$ cat src/rtl/alu_pkg.sv
// rtl/alu_pkg.sv - shared ALU control codes, issue FSM states and control-code check
// Purpose: constants and helpers shared by the ALU command front-end.
// Contents: ALU_AND/ALU_OR/ALU_ADD/ALU_NOR control codes, state_t, is_valid_ctrl().
package alu_pkg;

  localparam logic [3:0] ALU_AND = 4'b0000;
  localparam logic [3:0] ALU_OR  = 4'b0001;
  localparam logic [3:0] ALU_ADD = 4'b0010;
  localparam logic [3:0] ALU_NOR = 4'b1100;

  typedef enum logic [1:0] {
    IDLE = 2'd0,
    EXEC = 2'd1,
    RESP = 2'd2
  } state_t;

  function automatic logic is_valid_ctrl(input logic [3:0] ctrl);
    logic ok;
    case (ctrl)
      ALU_AND, ALU_OR, ALU_ADD, ALU_NOR: ok = 1'b1;
      default:                           ok = 1'b0;
    endcase
    return ok;
  endfunction

endpackage

$ cat src/rtl/sat_counter.sv
// rtl/sat_counter.sv - saturating event counter
// Purpose: counts inc pulses, sticks at all-ones instead of wrapping.
// Ports: clk, rst_n (async active-low), inc (count one event), clear (sync zero),
//        count (current value, STAT_W bits).
module sat_counter #(
  parameter int STAT_W = 16
) (
  input  logic              clk,
  input  logic              rst_n,
  input  logic              inc,
  input  logic              clear,
  output logic [STAT_W-1:0] count
);

  logic [STAT_W-1:0] cnt_q;

  always_ff @(posedge clk or negedge rst_n) begin
    if (!rst_n) begin
      cnt_q <= '0;
    end else if (clear) begin
      cnt_q <= '0;
    end else if (inc && !(&cnt_q)) begin
      cnt_q <= cnt_q + 1'b1;
    end
  end

  assign count = cnt_q;

endmodule

$ cat src/rtl/alu_cmd_issue.sv
// rtl/alu_cmd_issue.sv - command/response front-end driving a registered-control 32-bit ALU
// Purpose: accepts one ALU operation at a time, holds operands/control on the ALU,
//          waits ALU_LAT edges after the ALU samples control, then returns the result.
// Ports: cmd_* (valid/ready command in), alu_* (operands/control out, results in),
//        resp_* (valid/ready response out), stat_ops/stat_err (saturating counters).
module alu_cmd_issue
  import alu_pkg::*;
#(
  parameter int DATA_W  = 32,
  parameter int CTRL_W  = 4,
  parameter int ALU_LAT = 1,
  parameter int TAG_W   = 4,
  parameter int STAT_W  = 16
) (
  input  logic              clk,
  input  logic              rst_n,
  input  logic              cmd_valid,
  output logic              cmd_ready,
  input  logic [DATA_W-1:0] cmd_src1,
  input  logic [DATA_W-1:0] cmd_src2,
  input  logic [CTRL_W-1:0] cmd_ctrl,
  input  logic [TAG_W-1:0]  cmd_tag,
  output logic [DATA_W-1:0] alu_src1,
  output logic [DATA_W-1:0] alu_src2,
  output logic [CTRL_W-1:0] alu_ctrl,
  input  logic [DATA_W-1:0] alu_result,
  input  logic              alu_zero,
  input  logic              alu_cout,
  input  logic              alu_overflow,
  output logic              resp_valid,
  input  logic              resp_ready,
  output logic [DATA_W-1:0] resp_result,
  output logic              resp_zero,
  output logic              resp_cout,
  output logic              resp_overflow,
  output logic              resp_err,
  output logic [TAG_W-1:0]  resp_tag,
  output logic [STAT_W-1:0] stat_ops,
  output logic [STAT_W-1:0] stat_err
);

  localparam int CNT_W = 3;

  state_t           state_q, state_d;
  logic [CNT_W-1:0] cnt_q;
  logic [TAG_W-1:0] tag_q;
  logic             accept;
  logic             ctrl_ok;
  logic             handoff;
  logic             capture;

  // In RESP a new command is taken on the same edge the response leaves.
  assign cmd_ready  = rst_n && ((state_q == IDLE) || ((state_q == RESP) && resp_ready));
  assign resp_valid = (state_q == RESP);
  assign accept     = cmd_valid && cmd_ready;
  assign ctrl_ok    = is_valid_ctrl(cmd_ctrl);
  assign handoff    = resp_valid && resp_ready;
  assign capture    = (state_q == EXEC) && (cnt_q == '0);

  always_ff @(posedge clk or negedge rst_n) begin
    if (!rst_n) begin
      state_q <= IDLE;
    end else begin
      state_q <= state_d;
    end
  end

  always_comb begin
    state_d = state_q;
    case (state_q)
      IDLE: begin
        if (accept) state_d = ctrl_ok ? EXEC : RESP;
      end
      EXEC: begin
        if (capture) state_d = RESP;
      end
      RESP: begin
        if (handoff) begin
          if (accept) state_d = ctrl_ok ? EXEC : RESP;
          else        state_d = IDLE;
        end
      end
      default: state_d = IDLE;
    endcase
  end

  // Tag is parked in tag_q so resp_tag only changes at the capture edge,
  // keeping an outgoing response intact when the next command is accepted.
  always_ff @(posedge clk or negedge rst_n) begin
    if (!rst_n) begin
      alu_src1      <= '0;
      alu_src2      <= '0;
      alu_ctrl      <= '0;
      tag_q         <= '0;
      cnt_q         <= '0;
      resp_result   <= '0;
      resp_zero     <= 1'b0;
      resp_cout     <= 1'b0;
      resp_overflow <= 1'b0;
      resp_err      <= 1'b0;
      resp_tag      <= '0;
    end else begin
      if (accept && ctrl_ok) begin
        alu_src1 <= cmd_src1;
        alu_src2 <= cmd_src2;
        alu_ctrl <= cmd_ctrl;
        tag_q    <= cmd_tag;
        cnt_q    <= CNT_W'(ALU_LAT);
      end else if ((state_q == EXEC) && (cnt_q != '0)) begin
        cnt_q <= cnt_q - 1'b1;
      end

      // Bad control codes never reach the ALU; the error response is formed at once.
      if (accept && !ctrl_ok) begin
        resp_result   <= '0;
        resp_zero     <= 1'b0;
        resp_cout     <= 1'b0;
        resp_overflow <= 1'b0;
        resp_err      <= 1'b1;
        resp_tag      <= cmd_tag;
      end else if (capture) begin
        resp_result   <= alu_result;
        resp_zero     <= alu_zero;
        resp_cout     <= alu_cout;
        resp_overflow <= alu_overflow;
        resp_err      <= 1'b0;
        resp_tag      <= tag_q;
      end
    end
  end

  sat_counter #(.STAT_W(STAT_W)) u_stat_ops (
    .clk   (clk),
    .rst_n (rst_n),
    .inc   (handoff),
    .clear (1'b0),
    .count (stat_ops)
  );

  sat_counter #(.STAT_W(STAT_W)) u_stat_err (
    .clk   (clk),
    .rst_n (rst_n),
    .inc   (handoff && resp_err),
    .clear (1'b0),
    .count (stat_err)
  );

endmodule

$ cat config.mk
export PLATFORM = sky130hd
export DESIGN_NAME = alu_cmd_issue
export DESIGN_NICKNAME = d
export VERILOG_FILES = /design/src/rtl/alu_pkg.sv /design/src/rtl/sat_counter.sv /design/src/rtl/alu_cmd_issue.sv
export SDC_FILE = /design/constraint.sdc
export NUM_CORES = 1
export LEC_CHECK = 0
export ABC_AREA = 1
export ABC_CLOCK_PERIOD_IN_PS = 1700
export CORE_MARGIN = 5
export CORE_UTILIZATION = 40
export DETAILED_ROUTE_END_ITERATION = 10
export PLACE_DENSITY_LB_ADDON = 0.2
export SYNTH_ARGS = -nofsm -noshare
export SYNTH_HDL_FRONTEND = slang
export SYNTH_HIERARCHICAL = 1
export SYNTH_SLANG_ARGS = --single-unit
$ cat constraint.sdc
create_clock -name clk -period 1.7 [get_ports clk]
set_input_delay 0.17 -clock clk [delete_from_list [all_inputs] [get_ports clk]]
set_output_delay 0.17 -clock clk [all_outputs]
set_load 0.005 [all_outputs]
==> impl_metrics.tcl <==
set metrics [dict create \
    timing_worst_setup_path_type "reg -> out" \
    syn_area_per_cell_um2 8.18 \
    power_density_mw_per_mm2 1320 \
    rows 47 \
    grt_pass1_wl_um 29400 \
    globalplace.congestion 0.873 \
    min-delay-path-class "in -> reg" \
    status "finished, final reports clean" \
    pwr-share-seq_pct 39.7 \
    area_delta_synth_final_pct 52.4 \
    cts.root.buffer_cell "clkbuf_16" \
    num_io_pins 253 \
    p_int_mw 9.51 \
    grt_pass1_vias 5663 \
    cp-start-kind "flop" \
    wire_per_inst_um 13.8 \
    end_kind "output port" \
    synth-edff-count 0 \
    floorplan.die_area_mm2 0.0193 \
    antenna_found_initial 1 \
    syn_inst 813 \
    cts_tree "built" \
    place.detailed.hpwl_um 13100 \
    viasPerCell 4.48 \
    cts_max_level 4 \
    ys_warn_count 6 \
    power_frac_comb_pct 33.4 \
    drt_first_iter_violations 359 \
    path_clk_slew_ns 0.07 \
    ir_drop_uv 768 \
    start_util_pct 40.4 \
    hold_violations 0 \
    netlist_area_mm2 0.00665 \
    final_layout_size_suffix_gt1_share_pct 9.13 \
    firstDrtPassIters 4 \
    crit_fanout 2 \
    port_buffers 252 \
    fin_crit_ns 1.62 \
    seqCellArea_mm2 0.00373 \
    cp.required_ns 1.53 \
    grt_max_degree 150 \
    final_nets 1208 \
    vias 5946 \
    drtAntennaViolNets 0 \
    clockPowerShare_pct 26.9 \
    grt_overflow 0 \
    rsz0062_at_grt "no" \
    reg2reg_to "u_stat_err/count[14]" \
    r2r_slack_ns 0.11 \
    fmax_mhz 618 \
    multi_input_area_mm2 0.00261 \
    yosysUniqueCellTypes 32 \
    die_w_um 139 \
    cts_made_buffers 17 \
    relSlewSlack_pct 47.9 \
    final_common_cell "nand2_1" \
    hold-worst-slack_ns 0.282 \
    reg2reg_depth 12 \
    r2r-start "state_q[1]" \
    sw_frac_of_total_pct 29.1 \
    remaining_drc_errors 0 \
    hold_depth 3 \
    ys_seq_area_share_pct 56.1 \
    clock-sinks 149 \
    hold_path_startpoint "cmd_src2[26]" \
    fin_crit_sh_pct 95.1 \
    maxSlewViolCount 0 \
    fin_skew_ns 0.00857 \
    cp_data_arrival_time_ns 1.45 \
    tightestPinTransition_ns 0.782 \
    netSwitchingPower_mw 3.91 \
    synth-main-ff-cell "dfrtp_1" \
    final_cell_mix "424 x nand2_1, 249 x clkdlybuf4s50_1, 149 x dfrtp_1, 50 x nor2_1, 34 x inv_1" \
    routed_wl_um 18300 \
    design.core.area_mm2 0.0165 \
    clk_latency_ns 0.42 \
    max_cap_violations 0 \
    die-height_um 139 \
    async_reset_ff_share_pct 100 \
    clk_path_buf_depth 2 \
    final_cell_area_mm2 0.0101 \
    min_to "alu_src2[26]" \
    synth_seq_cells 149 \
    track_usage_pct 18.8 \
    p_leak_nw 4.86 \
    place_area_mm2 0.00954 \
    final-setup-viol-count 0 \
    fillerInstances 1433 \
]
worst max-delay path: stages, from the launching register on:
cell	delay, ns
dfrtp_1	0.38
inv_1	0.09
nor2_2	0.06
buf_4	0.12
buf_4	0.12
dlygate4sd2_1	0.27
timing repair:
action / in CTS / in global routing
gates cloned: 0 / 0
pin swaps: 0 / 1
gates resized for setup: 4 / 11
hold endpoints to repair: 149 / 0
buffers inserted: 0 / 1
hold buffers: 1 / 0
setup endpoints to repair: 8 / 30
layer usage:
layer,wire (um),part of all wire [%],vias up,track usage (%)
met5,0,0,-,0
met4,240,1.3,0,5.61
met3,1210,6.6,17,6.69
met2,8960,49,152,31.4
met1,7870,43,2716,23.2
li1,-,-,3061,-
kinds of logic (layout without fill, tap and decap cells):
| family | after synthesis | count (layout) | synth area share [%] |
|---|---|---|---|
| buffers and inverters | 69 | 355 | 5.36 |
| other | 1 | 9 | 0.0564 |
| flip-flops | 149 | 149 | 56.1 |
| AO/OA/AOI/OAI | 38 | 38 | 3.56 |
| AND/OR/NAND/NOR | 546 | 546 | 33.4 |
| XOR/XNOR | 6 | 6 | 0.790 |
| adder cells (fa/ha/maj) | 4 | 4 | 0.753 |
power groups by stage:
stage | sequential, mW | combinational, mW | clock, mW
2_1_floorplan | 5.46 | 1.29 | 0
4_1_cts | 5.33 | 4.56 | 3.71
3_5_place_dp | 5.35 | 4.54 | 0
5_1_grt | 5.48 | 4.91 | 3.88
3_3_place_gp | 5.34 | 4.47 | 0
6_report | 5.32 | 4.48 | 3.61
worst max path at each step:
stage | from | endpoint | slack [ns] | depth (start not counted)
2_1_floorplan | state_q[1] | u_stat_err/count[9] | 0.05 | 10
3_3_place_gp | resp_ready | u_stat_ops/count[13] | -0.08 | 11
3_5_place_dp | resp_ready | u_stat_err/count[13] | -0.13 | 10
4_1_cts | state_q[1] | u_stat_err/count[13] | 0.01 | 11
5_1_grt | u_stat_ops/count[0] | u_stat_ops/count[13] | 0.009 | 8
6_report | state_q[1] | resp_valid | 0.08 | 5
area by class of cell:
class	count	area share (%)
Inverter	43	1.59
Tap cell	220	2.72
Timing Repair Buffer	280	27.5
Clock buffer	19	4.37
Antenna cell	1	0.0247
Clock inverter	13	1.18
Sequential cell	149	36.8
Multi-Input combinational cell	602	25.8
cells in the mapped netlist, types with 6 or more instances:
cell | n | share of area, %
nand2_1 | 426 | 24
dfrtp_1 | 149 | 56
nor2_1 | 54 | 3.0
inv_1 | 35 | 2.0
nand3_1 | 28 | 2.1
a21oi_1 | 15 | 1.1
o21ai_0 | 11 | 0.83
nand4_1 | 10 | 0.94
buf_6 | 9 | 1.5
nor2_4 | 7 | 1.2
buf_2 | 6 | 0.45
buf_4 | 6 | 0.68
inv_2 | 6 | 0.34
nand2_2 | 6 | 0.56
xnor2_1 | 6 | 0.79
through the flow:
step           TNS (ns)  cells  utilization, %  setup slack [ns]  total power [mW]
2_1_floorplan         0    820               -            0.0474              6.75
3_3_place_gp     -0.778   1292            57.9           -0.0802              9.81
3_5_place_dp      -1.78   1292            57.9            -0.128              9.89
4_1_cts               0   1325            61.4            0.0137              13.6
5_1_grt               0   1327            61.6           0.00918              14.3
6_report              0   1327            61.6            0.0825              13.4
flip-flops by register name, summed over array words and instances, names as in the netlist:
name              flops
alu_ctrl              4
u_stat_err/count     16
alu_src1             32
resp_overflow         1
resp_zero             1
resp_err              1
resp_cout             1
tag_q                 4
state_q               2
cnt_q                 3
resp_result          32
alu_src2             32
u_stat_ops/count     16
resp_tag              4
No activity file was read; power rests on OpenSTA's default activity.
